## src/rtl/encode_pkg.sv

```systemverilog
// -----------------------------------------------------------------------------
// encode_pkg
// Shared declarations for the raw-data encoder sequencer:
//   - state_e         : sequencer states
//   - DEFAULT_NUM_SEG : default number of segments per input word
//   - DEFAULT_CNT_W   : default width of the completed-word counter
// -----------------------------------------------------------------------------
package encode_pkg;

   typedef enum logic [1:0] {
      INIT     = 2'd0,
      RD_READY = 2'd1,
      ENCODE   = 2'd2,
      RF_FULL  = 2'd3
   } state_e;

   localparam int DEFAULT_NUM_SEG = 4;
   localparam int DEFAULT_CNT_W   = 16;

endpackage : encode_pkg

```

## src/rtl/encode_seq_fsm_if.sv

```systemverilog
// -----------------------------------------------------------------------------
// encode_seq_fsm_if
// Bundles the FIFO-side handshake and encoder control signals of the sequencer.
//   master : the sequencer (reads FIFO status/strobe, drives pops/clears/select)
//   slave  : the FIFO / encoder datapath side
// Signals:
//   raw_data_in_fifo_empty  input FIFO empty (show-ahead)
//   raw_data_in_wstrb       strobe of the head word, bit i = segment i valid
//   raw_data_out_fifo_full  output FIFO full
//   flush_req               level request to clear the output FIFO
//   raw_data_in_*_pop       pop the head of the data/index/strobe FIFOs
//   raw_data_out_*_clr      clear the output data/index FIFOs
//   raw_data_sel            encoder segment select
//   push_enable             push the encoded segment this cycle
//   encoding                high while a word is being encoded
//   encoded_words           count of completed non-empty words
// -----------------------------------------------------------------------------
interface encode_seq_fsm_if
   import encode_pkg::*;
#(
   parameter int NUM_SEG = DEFAULT_NUM_SEG,
   parameter int CNT_W   = DEFAULT_CNT_W
);

   localparam int SEL_W = $clog2(NUM_SEG);

   logic               raw_data_in_fifo_empty;
   logic [NUM_SEG-1:0] raw_data_in_wstrb;
   logic               raw_data_out_fifo_full;
   logic               flush_req;

   logic               raw_data_in_fifo_pop;
   logic               raw_data_in_index_pop;
   logic               raw_data_in_wstrb_pop;
   logic               raw_data_out_fifo_clr;
   logic               raw_data_out_index_clr;
   logic [SEL_W-1:0]   raw_data_sel;
   logic               push_enable;
   logic               encoding;
   logic [CNT_W-1:0]   encoded_words;

   modport master (
      input  raw_data_in_fifo_empty,
      input  raw_data_in_wstrb,
      input  raw_data_out_fifo_full,
      input  flush_req,
      output raw_data_in_fifo_pop,
      output raw_data_in_index_pop,
      output raw_data_in_wstrb_pop,
      output raw_data_out_fifo_clr,
      output raw_data_out_index_clr,
      output raw_data_sel,
      output push_enable,
      output encoding,
      output encoded_words
   );

   modport slave (
      output raw_data_in_fifo_empty,
      output raw_data_in_wstrb,
      output raw_data_out_fifo_full,
      output flush_req,
      input  raw_data_in_fifo_pop,
      input  raw_data_in_index_pop,
      input  raw_data_in_wstrb_pop,
      input  raw_data_out_fifo_clr,
      input  raw_data_out_index_clr,
      input  raw_data_sel,
      input  push_enable,
      input  encoding,
      input  encoded_words
   );

endinterface : encode_seq_fsm_if

```

## src/rtl/encode_seq_fsm_seg_prio_enc.sv

```systemverilog
// -----------------------------------------------------------------------------
// seg_prio_enc
// Find-first-set over a NUM_SEG-bit vector, considering only bits whose index
// is >= base. base is one bit wider than an index so that "one past the last
// segment" is representable and simply yields found = 0.
// Ports:
//   vec   in  NUM_SEG   vector to search
//   base  in  SEL_W+1   lowest index considered
//   idx   out SEL_W     index of the lowest qualifying set bit (0 if none)
//   found out 1         a qualifying set bit exists
// -----------------------------------------------------------------------------
module seg_prio_enc
   import encode_pkg::*;
#(
   parameter  int NUM_SEG = DEFAULT_NUM_SEG,
   localparam int SEL_W   = $clog2(NUM_SEG)
) (
   input  logic [NUM_SEG-1:0] vec,
   input  logic [SEL_W:0]     base,
   output logic [SEL_W-1:0]   idx,
   output logic               found
);

   // NOTE: every output of a combinational block gets a default first, so no
   // path through the block leaves it unassigned and no latch is inferred.
   always_comb begin
      idx   = '0;
      found = 1'b0;
      // Scan downward so the last hit written is the lowest qualifying bit.
      for (int i = NUM_SEG - 1; i >= 0; i--) begin
         if (vec[i] && ((SEL_W+1)'(i) >= base)) begin
            idx   = SEL_W'(i);
            found = 1'b1;
         end
      end
   end

endmodule : seg_prio_enc

```

## src/rtl/encode_seq_fsm.sv

```systemverilog
// -----------------------------------------------------------------------------
// encode_seq_fsm
// Control sequencer for the raw-data encoder path. Drains words from the
// show-ahead input FIFO, steps the encoder mux over the valid segments of
// each word (one push per cycle), skips clear-strobe segments, discards
// all-zero-strobe words in one cycle, stalls on output-FIFO full, and handles
// a flush request that re-initialises the output FIFO.
// Ports:
//   clk    in  system clock
//   reset  in  synchronous, active-high reset
//   bus    master modport of encode_seq_fsm_if (FIFO status in, control out)
// All control outputs are forced to 0 while reset is high, so an abandoned
// word is never popped.
// -----------------------------------------------------------------------------
module encode_seq_fsm
   import encode_pkg::*;
#(
   parameter int NUM_SEG = DEFAULT_NUM_SEG,
   parameter int CNT_W   = DEFAULT_CNT_W
) (
   input logic                clk,
   input logic                reset,
   encode_seq_fsm_if.master   bus
);

   localparam int SEL_W = $clog2(NUM_SEG);

   state_e           state_q, state_d;
   logic [SEL_W-1:0] seg_q,   seg_d;
   logic [CNT_W-1:0] cnt_q,   cnt_d;

   logic [SEL_W-1:0] first_idx, next_idx;
   logic             first_found, next_found;
   logic [SEL_W:0]   next_base;
   logic [SEL_W:0]   zero_base;

   logic pop, push, clr, enc;

   // First valid segment of the head word.
   assign zero_base = '0;

   seg_prio_enc #(.NUM_SEG(NUM_SEG)) u_first_seg (
      .vec   (bus.raw_data_in_wstrb),
      .base  (zero_base),
      .idx   (first_idx),
      .found (first_found)
   );

   // Next valid segment strictly above the current one.
   assign next_base = {1'b0, seg_q} + (SEL_W+1)'(1);

   seg_prio_enc #(.NUM_SEG(NUM_SEG)) u_next_seg (
      .vec   (bus.raw_data_in_wstrb),
      .base  (next_base),
      .idx   (next_idx),
      .found (next_found)
   );

   always_comb begin
      state_d = state_q;
      seg_d   = seg_q;
      cnt_d   = cnt_q;
      pop     = 1'b0;
      push    = 1'b0;
      clr     = 1'b0;
      enc     = 1'b0;

      unique case (state_q)
         INIT: begin
            clr     = 1'b1;
            cnt_d   = '0;
            seg_d   = '0;
            state_d = RD_READY;
         end

         RD_READY: begin
            if (bus.flush_req) begin
               state_d = INIT;
            end else if (bus.raw_data_in_fifo_empty) begin
               state_d = RD_READY;
            end else if (!first_found) begin
               // All-zero strobe: discard the word without encoding it.
               pop = 1'b1;
            end else if (bus.raw_data_out_fifo_full) begin
               seg_d   = first_idx;
               state_d = RF_FULL;
            end else begin
               seg_d   = first_idx;
               state_d = ENCODE;
            end
         end

         ENCODE: begin
            enc = 1'b1;
            if (!bus.raw_data_out_fifo_full) begin
               push = 1'b1;
               if (!next_found) begin
                  // Last valid segment: pop coincides with its push.
                  pop     = 1'b1;
                  cnt_d   = cnt_q + CNT_W'(1);
                  state_d = RD_READY;
               end else begin
                  seg_d = next_idx;
               end
            end else begin
               state_d = RF_FULL;
            end
         end

         RF_FULL: begin
            enc = 1'b1;
            if (!bus.raw_data_out_fifo_full) begin
               state_d = ENCODE;
            end
         end

         default: state_d = INIT;
      endcase
   end

   // NOTE: sequential state uses non-blocking assignments so every flop
   // samples the pre-edge value regardless of statement order.
   always_ff @(posedge clk) begin
      if (reset) begin
         state_q <= INIT;
         seg_q   <= '0;
         cnt_q   <= '0;
      end else begin
         state_q <= state_d;
         seg_q   <= seg_d;
         cnt_q   <= cnt_d;
      end
   end

   assign bus.raw_data_in_fifo_pop   = pop  & ~reset;
   assign bus.raw_data_in_index_pop  = pop  & ~reset;
   assign bus.raw_data_in_wstrb_pop  = pop  & ~reset;
   assign bus.raw_data_out_fifo_clr  = clr  & ~reset;
   assign bus.raw_data_out_index_clr = clr  & ~reset;
   assign bus.push_enable            = push & ~reset;
   assign bus.encoding               = enc  & ~reset;
   assign bus.raw_data_sel           = reset ? '0 : seg_q;
   assign bus.encoded_words          = reset ? '0 : cnt_q;

endmodule : encode_seq_fsm

```

## src/flat_wrapper.sv

```systemverilog
// flat-port wrapper written by rule: the top's interface ports become plain ports
module encode_seq_fsm_flat import encode_pkg::*;
#(
   parameter int NUM_SEG = DEFAULT_NUM_SEG,
   parameter int CNT_W   = DEFAULT_CNT_W
)
  (clk, reset, bus_raw_data_in_fifo_empty, bus_raw_data_in_wstrb, bus_raw_data_out_fifo_full, bus_flush_req, bus_raw_data_in_fifo_pop, bus_raw_data_in_index_pop, bus_raw_data_in_wstrb_pop, bus_raw_data_out_fifo_clr, bus_raw_data_out_index_clr, bus_raw_data_sel, bus_push_enable, bus_encoding, bus_encoded_words);
  encode_seq_fsm_if #(.NUM_SEG(NUM_SEG), .CNT_W(CNT_W)) bus_i ();
  input logic clk;
  input logic reset;
  input wire logic [$bits(bus_i.raw_data_in_fifo_empty)-1:0] bus_raw_data_in_fifo_empty;
  input wire logic [$bits(bus_i.raw_data_in_wstrb)-1:0] bus_raw_data_in_wstrb;
  input wire logic [$bits(bus_i.raw_data_out_fifo_full)-1:0] bus_raw_data_out_fifo_full;
  input wire logic [$bits(bus_i.flush_req)-1:0] bus_flush_req;
  output wire logic [$bits(bus_i.raw_data_in_fifo_pop)-1:0] bus_raw_data_in_fifo_pop;
  output wire logic [$bits(bus_i.raw_data_in_index_pop)-1:0] bus_raw_data_in_index_pop;
  output wire logic [$bits(bus_i.raw_data_in_wstrb_pop)-1:0] bus_raw_data_in_wstrb_pop;
  output wire logic [$bits(bus_i.raw_data_out_fifo_clr)-1:0] bus_raw_data_out_fifo_clr;
  output wire logic [$bits(bus_i.raw_data_out_index_clr)-1:0] bus_raw_data_out_index_clr;
  output wire logic [$bits(bus_i.raw_data_sel)-1:0] bus_raw_data_sel;
  output wire logic [$bits(bus_i.push_enable)-1:0] bus_push_enable;
  output wire logic [$bits(bus_i.encoding)-1:0] bus_encoding;
  output wire logic [$bits(bus_i.encoded_words)-1:0] bus_encoded_words;
  assign bus_i.raw_data_in_fifo_empty = bus_raw_data_in_fifo_empty;
  assign bus_i.raw_data_in_wstrb = bus_raw_data_in_wstrb;
  assign bus_i.raw_data_out_fifo_full = bus_raw_data_out_fifo_full;
  assign bus_i.flush_req = bus_flush_req;
  assign bus_raw_data_in_fifo_pop = bus_i.raw_data_in_fifo_pop;
  assign bus_raw_data_in_index_pop = bus_i.raw_data_in_index_pop;
  assign bus_raw_data_in_wstrb_pop = bus_i.raw_data_in_wstrb_pop;
  assign bus_raw_data_out_fifo_clr = bus_i.raw_data_out_fifo_clr;
  assign bus_raw_data_out_index_clr = bus_i.raw_data_out_index_clr;
  assign bus_raw_data_sel = bus_i.raw_data_sel;
  assign bus_push_enable = bus_i.push_enable;
  assign bus_encoding = bus_i.encoding;
  assign bus_encoded_words = bus_i.encoded_words;
  encode_seq_fsm #(.NUM_SEG(NUM_SEG), .CNT_W(CNT_W)) u_core (.clk(clk), .reset(reset), .bus(bus_i));
endmodule
```

## config.mk

```make
export PLATFORM = sky130hd
export DESIGN_NAME = encode_seq_fsm_flat
export DESIGN_NICKNAME = d
export VERILOG_FILES = /design/src/rtl/encode_pkg.sv /design/src/rtl/encode_seq_fsm_if.sv /design/src/rtl/encode_seq_fsm_seg_prio_enc.sv /design/src/rtl/encode_seq_fsm.sv /design/src/flat_wrapper.sv
export SDC_FILE = /design/constraint.sdc
export NUM_CORES = 1
export LEC_CHECK = 0
export ABC_AREA = 1
export BUFFER_PORTS_ARGS = -buffer_cell sky130_fd_sc_hd__buf_4
export CORE_MARGIN = 2
export CORE_UTILIZATION = 40
export CTS_CLUSTER_SIZE = 10
export DETAILED_ROUTE_END_ITERATION = 12
export GPL_ROUTABILITY_DRIVEN = 1
export PLACE_DENSITY_LB_ADDON = 0.25
export SLEW_MARGIN = 20
export SYNTH_ARGS = -nofsm -noshare
export SYNTH_HDL_FRONTEND = slang
export SYNTH_SLANG_ARGS = --single-unit
```

## constraint.sdc

```tcl
create_clock -name clk -period 1.81 [get_ports clk]
set_clock_uncertainty 0.05 [all_clocks]
set_input_delay 0.2715 -clock clk [delete_from_list [all_inputs] [get_ports clk]]
set_output_delay 0.2715 -clock clk [all_outputs]
set_load 0.1 [all_outputs]
```

Yosys cells after proc, flatten, opt, wreduce, memory -nomap -nowiden
Index checks and enable logic that the tools add are counted.
{ "word_totals": {"input_bits": 9, "ff_bits": 20, "out_inout_bits": 25, "word_cells": 82} }
{ "op_classes": {"bitwise_logic": 5, "addsub": 2, "n_mux": 45, "reduce_logical": 11, "n_eq_ne": 12, "magnitude_cmp": 4} }
{ "op_table": {"columns": ["cell", "n"], "rows": [
  ["$mux W16", 3],
  ["$mux W2", 20],
  ["$pmux W16 S2", 1],
  ["$mux W1", 18],
  ["$add A16 B1 Y16 const B", 1],
  ["$ne A2 B2 Y1 const B", 5],
  ["$pmux W2 S4", 1],
  ["$ge A1 B3 Y1 const A", 2],
  ["$ge A2 B3 Y1 const A", 2],
  ["$pmux W2 S3", 1],
  ["$reduce_and A3 Y1", 2],
  ["$reduce_and A6 Y1", 1],
  ["$and A1 B1 Y1", 4],
  ["$eq A2 B2 Y1 const B", 2],
  ["$logic_and A1 B1 Y1", 4],
  ["$ne A2 B1 Y1 const B", 2],
  ["$ne A4 B3 Y1 const B", 1],
  ["$add A2 B1 Y3 const B", 1],
  ["$ne A3 B3 Y1 const B", 1],
  ["$reduce_bool A3 Y1", 1],
  ["$eq A2 B1 Y1 const B", 1],
  ["$logic_not A2 Y1", 1],
  ["$pmux W1 S2", 1],
  ["$reduce_bool A2 Y1", 1],
  ["2 further kinds", 2]
]} }

Longest topological paths before layout
{ "logic_depth": {"depth_word": 11, "depth_mapped": 10, "depth_no_buf": 10} }

Modules after synthesis
From an unflattened synthesis, not the netlist that was laid out.
{ "unflattened": {"hier_cells": 262, "hier_area_um2": 1620.3} }
{ "by_module_without_submodules": {"columns": ["module", "area_each_um2", "cells_per_inst", "n_inst", "seq_area_each_um2"], "rows": [
  ["encode_seq_fsm", 1450.1, 228, 1, 400.4],
  ["seg_prio_enc", 85.1, 17, 2, 0.0]
]} }

Worst setup path after synthesis
Ideal clock, no wire load.
{ "synth_timing": {"path_type": "reg2out", "from": "register u_core.state_q[0]", "to": "output bus_raw_data_in_index_pop", "arrival_time_ps": 3890, "stages_incl_launch_ff": 8, "n_path_buf": 1, "setup_slack_ps": -2402, "required_ps": 1488, "cell_sequence": "dfxtp_1 inv_1 ha_1 inv_2 nor2_4 nand4_4 a21boi_0 buf_4"} }
{ "synth_between": {"elab_chain_cells": 3, "word_cells_on_any_way": 4, "classes_between": "eq/ne (2); mux (1); bitwise (1)"} }
{ "synth_rtl": {"columns": ["item", "line", "text"], "rows": [
  ["start: declaration", "encode_seq_fsm.sv:28", "state_e state_q, state_d;"],
  ["start signal: assignment", "encode_seq_fsm.sv:129", "state_q <= state_d;"],
  ["$eq A2 B2 Y1 or $eq A2 B1 Y1 (tied branches)", "encode_seq_fsm.sv:68", "unique case (state_q)"],
  ["$pmux W1 S2 (*)", "encode_seq_fsm.sv:68", null],
  ["$and A1 B1 Y1 (*)", null, null],
  ["end: declaration", "flat_wrapper.sv:16", "output wire logic [$bits(bus_i.raw_data_in_index_pop)-1:0] bus_raw_data_in_index_pop;"]
]} }
Mark *: on every way between the ends. The rest lies on a longest branch, timed or not.

Final worst setup path
{ "layout_timing": {"from": "register u_core.state_q[0]", "to": "output bus_raw_data_in_index_pop"} }
{ "layout_between": {"elab_chain_cells": 3, "word_cells_on_any_way": 4, "classes_between": "eq/ne (2); mux (1); bitwise (1)"} }
{ "layout_rtl": {"columns": ["item", "line", "text"], "rows": [
  ["$eq A2 B2 Y1 or $eq A2 B1 Y1 (tied branches)", "encode_seq_fsm.sv:68", null],
  ["$pmux W1 S2 (*)", "encode_seq_fsm.sv:68", null],
  ["$and A1 B1 Y1 (*)", "encode_seq_fsm.sv:136", "assign bus.raw_data_in_index_pop = pop & ~reset;"]
]} }
Marked as above.

==> results.txt <==
- Diodes inserted: 0
* Sequential area share after synthesis: 0.268
- Setup violators final: 3
* Adder-Cell Fraction of Synth Area: 0.0503
- Critical path arrival: 1.64 ns
* Number of buffers inserted during clock tree synthesis: 3
* Root cell of the clock tree: clkbuf_8
- Number of global-route vias before repair: 1463
* Final count of hold timing violations: 0
* Relative slew slack: 0.806
* Clock network latency to the later pin of the worst-skew pair: approximately 0.26 ns
* HP Start: bus_raw_data_in_wstrb[1]
- In this run the critical register-to-register path is launched from u_core.state_q[0].
- Of the cells placed in the final design, the portion with a size suffix greater than 1 is 0.321.
- TritonCTS built the clock tree.
- Residual DRC: 0
* Violated checks: negative setup slack
- Slack of the critical path: -0.152 ns
- Number of flip-flops and latches in the synthesized netlist: 20
* Area of all sequential standard cells: 408 sq um
- The detail route stage leaves a number of antenna-violating nets equal to 0.
* Category of the most critical setup path: reg -> out
- The worst hold path belongs to the class in -> reg.
- After legalization and detailed placement, the total HPWL measured 2.73 mm.
- The finished cells cover 2160 sq um.
- Reg2reg setup slack: 0.22 ns
- Wire length of the first global-routing pass: 6.36 mm
* Status: finished, violations left
- During I/O placement, the number of pins put on the boundary was 34.
* Footprint of the multi-input gates: 1090 sq um
* Share of the synthesized area in compound gates (AO/OA/AOI/OAI): 0.0989
- Flop pwr share: 0.461
- Placeable core area: 3630 sq um
* Least-Margin Pin Slew: 0.291 ns
- Number of placed instances with taps included: around 320
* Highest fanout seen on the critical path: 3
* Critical path required time: 1.49 ns
- Multiplexer share of the synthesized area: 0
- Compared with the post-synthesis result, the final layout area differs by 44.5%.
- Number of nets in the synthesized netlist: 260
- Die Wd: 65.1 um
- Filler cell count: 351
- Post-DP Area: 1950 sq um
- Worst-case hold path end point: u_core.seg_q[1]
- Die outline height: 65.1 um
- Endpoint type of the worst setup path: primary output
* Switching power total: around 300 uW
- Worst Reg-to-Reg Cells: 11
* Detailed-router iteration count before antenna repair: 4
- Mapped cell area: 1490 sq um
- Overall Global Routing Usage: 0.186
* Mean routed wirelength per cell: 11.3 um
- Clock period minus final worst setup slack: between 1.5 and 2 ns
- Number of unique standard cell types used by synthesis: 23
- End of the worst register-to-register path: u_core.cnt_q[12]
* Period Utilization, post-route: 1.08
- Prior to clock tree synthesis, the placed netlist has a worst setup slack of 0.0413 ns.
- The count of buffers added on input and output ports is 33.
* Post-route insts no fill: 338
- Count of mapped cells out of synthesis: 245
- Cell Rows: 22
- Counting every sink on the clock net gives 20.
- Static leakage power: roughly 0.00083 uW
- After clock tree synthesis, the clock-pin slew on the worst setup and hold paths is 0.08 ns.
- Of the total power, the share spent switching nets is 0.310.
* Clock Power Share: 0.301
* Combinational family with the most area after synthesis: simple AND/OR/NAND/NOR gates
- At the end of the flow the core is filled with cells to 0.594.
- Maximum level of the CTS H-tree: 1
* Starting utilization of the core area: 0.411
* Mean area per synthesized cell: a little over 6 sq um
* Unrepaired setup endpoints after global routing: true
- CP startpoint kind: flop
* Post-synthesis simple-gate area fraction: 0.441
- Depth of the worst hold-timing path: 4
- Cell internal power was estimated by the tool at 669 uW.
- Number of warnings printed during yosys synthesis: 0
- Initial drt markers: 98
* Total grt overflow: 0
- The congestion estimate from routability-driven global placement came to 0.841.
* Post-CTS Hold Buffers: 0
- Die ar.: 4240 sq um
- Via count normalized by instance count: 4.92
* Maximum ir drop on the vdd rail: between 0.2 and 0.25 mV
- Wires add up to 3.81 mm.
- Antenna violations before repair: 0
* Highest clock rate: 510 MHz
- Pin count of the biggest net entering global routing: 28
* Routed via count: 1664
* Combinational power share: 0.238
- Of the total synthesized cell area, the portion taken by XOR and XNOR cells is 0.00587.
* Max-slew violation total from the final report: 0
- Longest Clk Path Bufs: 2
- Cell area power density: 450 nW/um^2
- Final-stage net count: between 300 and 400
- Max-cap violations in this run came to 0.
-- layout make-up --
cell class / instances / share of cell area
Clock buffer: 3 / 0.0191
Inverter: 37 / 0.0690
Multi-Input combinational cell: 180 / 0.503
Sequential cell: 20 / 0.189
Tap cell: 48 / 0.0278
Timing Repair Buffer: 50 / 0.191
-- how the worst max path moves through the flow --
stage,startpoint,cells after the start,endpoint,slack (ns)
6_report,u_core.state_q[0],6,bus_raw_data_in_index_pop,-0.15
5_1_grt,u_core.state_q[0],6,bus_raw_data_in_index_pop,-0.23
4_1_cts,u_core.state_q[1],7,bus_raw_data_in_wstrb_pop,-0.15
3_5_place_dp,u_core.state_q[0],7,bus_raw_data_in_wstrb_pop,0.04
3_3_place_gp,u_core.state_q[1],7,bus_raw_data_in_wstrb_pop,0.08
2_1_floorplan,reset,4,u_core.seg_q[0],-0.45
-- sequential cells by signal, summed over array words and instances, names as in the netlist --
| register | count |
|---|---|
| u_core.cnt_q | 16 |
| u_core.seg_q | 2 |
| u_core.state_q | 2 |
-- critical path: stages (launching register included) --
cell and delay, ns:
dfxtp_4 0.39, inv_4 0.05, ha_1 0.28, inv_1 0.05, nor2_2 0.09, a21boi_4 0.31
buf_12 0.21
-- placed cells by master (no fill, tap or decap) --
cell type	count
inv_1	33
buf_12	3
nand4_1	1
nor3_4	1
nor2_1	30
nand4_4	1
o21ai_0	5
nand2_8	1
nor2_4	19
clkbuf_8	3
dfxtp_1	18
ha_4	2
buf_4	47
a21oi_1	20
nor2_2	2
xor2_1	1
nand2_1	60
o211ai_1	1
inv_4	4
dfxtp_4	2
a21boi_4	1
nor3_1	1
o31ai_1	1
nand3_1	20
nand3_2	7
ha_1	4
nand3b_1	2
-- kinds of logic (layout without fill, tap and decap cells) --
group | after synthesis | in the layout
fa+ha+maj | 6 | 6
flops | 20 | 20
simple gates | 145 | 145
compound gates | 28 | 28
buf+inv | 45 | 90
xor+xnor | 1 | 1
-- cell usage after synthesis --
| library cell | n | share of area |
|---|---|---|
| nand2_1 | 60 | 0.15 |
| nor2_1 | 50 | 0.13 |
| inv_1 | 36 | 0.091 |
| a21oi_1 | 20 | 0.067 |
| dfxtp_1 | 20 | 0.27 |
| nand3_1 | 20 | 0.067 |
| nand3_2 | 7 | 0.047 |
| ha_1 | 6 | 0.050 |
| o21ai_0 | 5 | 0.017 |
| buf_4 | 3 | 0.015 |
| clkbuf_1 | 3 | 0.0075 |
| buf_8 | 2 | 0.020 |
| nand3b_1 | 2 | 0.010 |
| nor3_1 | 2 | 0.0067 |
| a21boi_0 | 1 | 0.0050 |
| inv_2 | 1 | 0.0025 |
| nand2_4 | 1 | 0.0075 |
| nand4_1 | 1 | 0.0042 |
| nand4_4 | 1 | 0.014 |
| nor2_4 | 1 | 0.0075 |
| o211ai_1 | 1 | 0.0050 |
| o31ai_1 | 1 | 0.0050 |
| xor2_1 | 1 | 0.0059 |
-- power groups by stage --
| stage | sequential [uW] | combinational (uW) | clock, uW |
|---|---|---|---|
| 3_5_place_dp | 458 | 194 | 0 |
| 2_1_floorplan | 457 | 163 | 0 |
| 3_3_place_gp | 458 | 194 | 0 |
| 4_1_cts | 446 | 213 | 304 |
| 5_1_grt | 448 | 253 | 321 |
| 6_report | 447 | 231 | 292 |
-- stage by stage --
| stage | hold WS, ns | TNS [ns] | power, uW |
|---|---|---|---|
| global placement | 0.423 | 0 | 652 |
| CTS | 0.283 | -0.454 | 963 |
| floorplan | 0.402 | -5.18 | 620 |
| finish | 0.290 | -0.451 | 971 |
| detailed placement | 0.427 | 0 | 653 |
| global route | 0.319 | -0.677 | 1020 |
-- timing repair --
item	CTS	global route
resized for setup	18	3
pin swaps	5	4
setup buffers	7	4
endpoints found under the setup margin	3	9
-- per-layer routing --
metal  part of all wire  global-route usage  vias up
li1                   -                   -      855
met1               0.46               0.249      752
met2               0.48               0.307       47
met3              0.035              0.0122       10
met4              0.020              0.0859        0
met5                  0                   0        -
No activity file was read; power rests on OpenSTA's default activity.
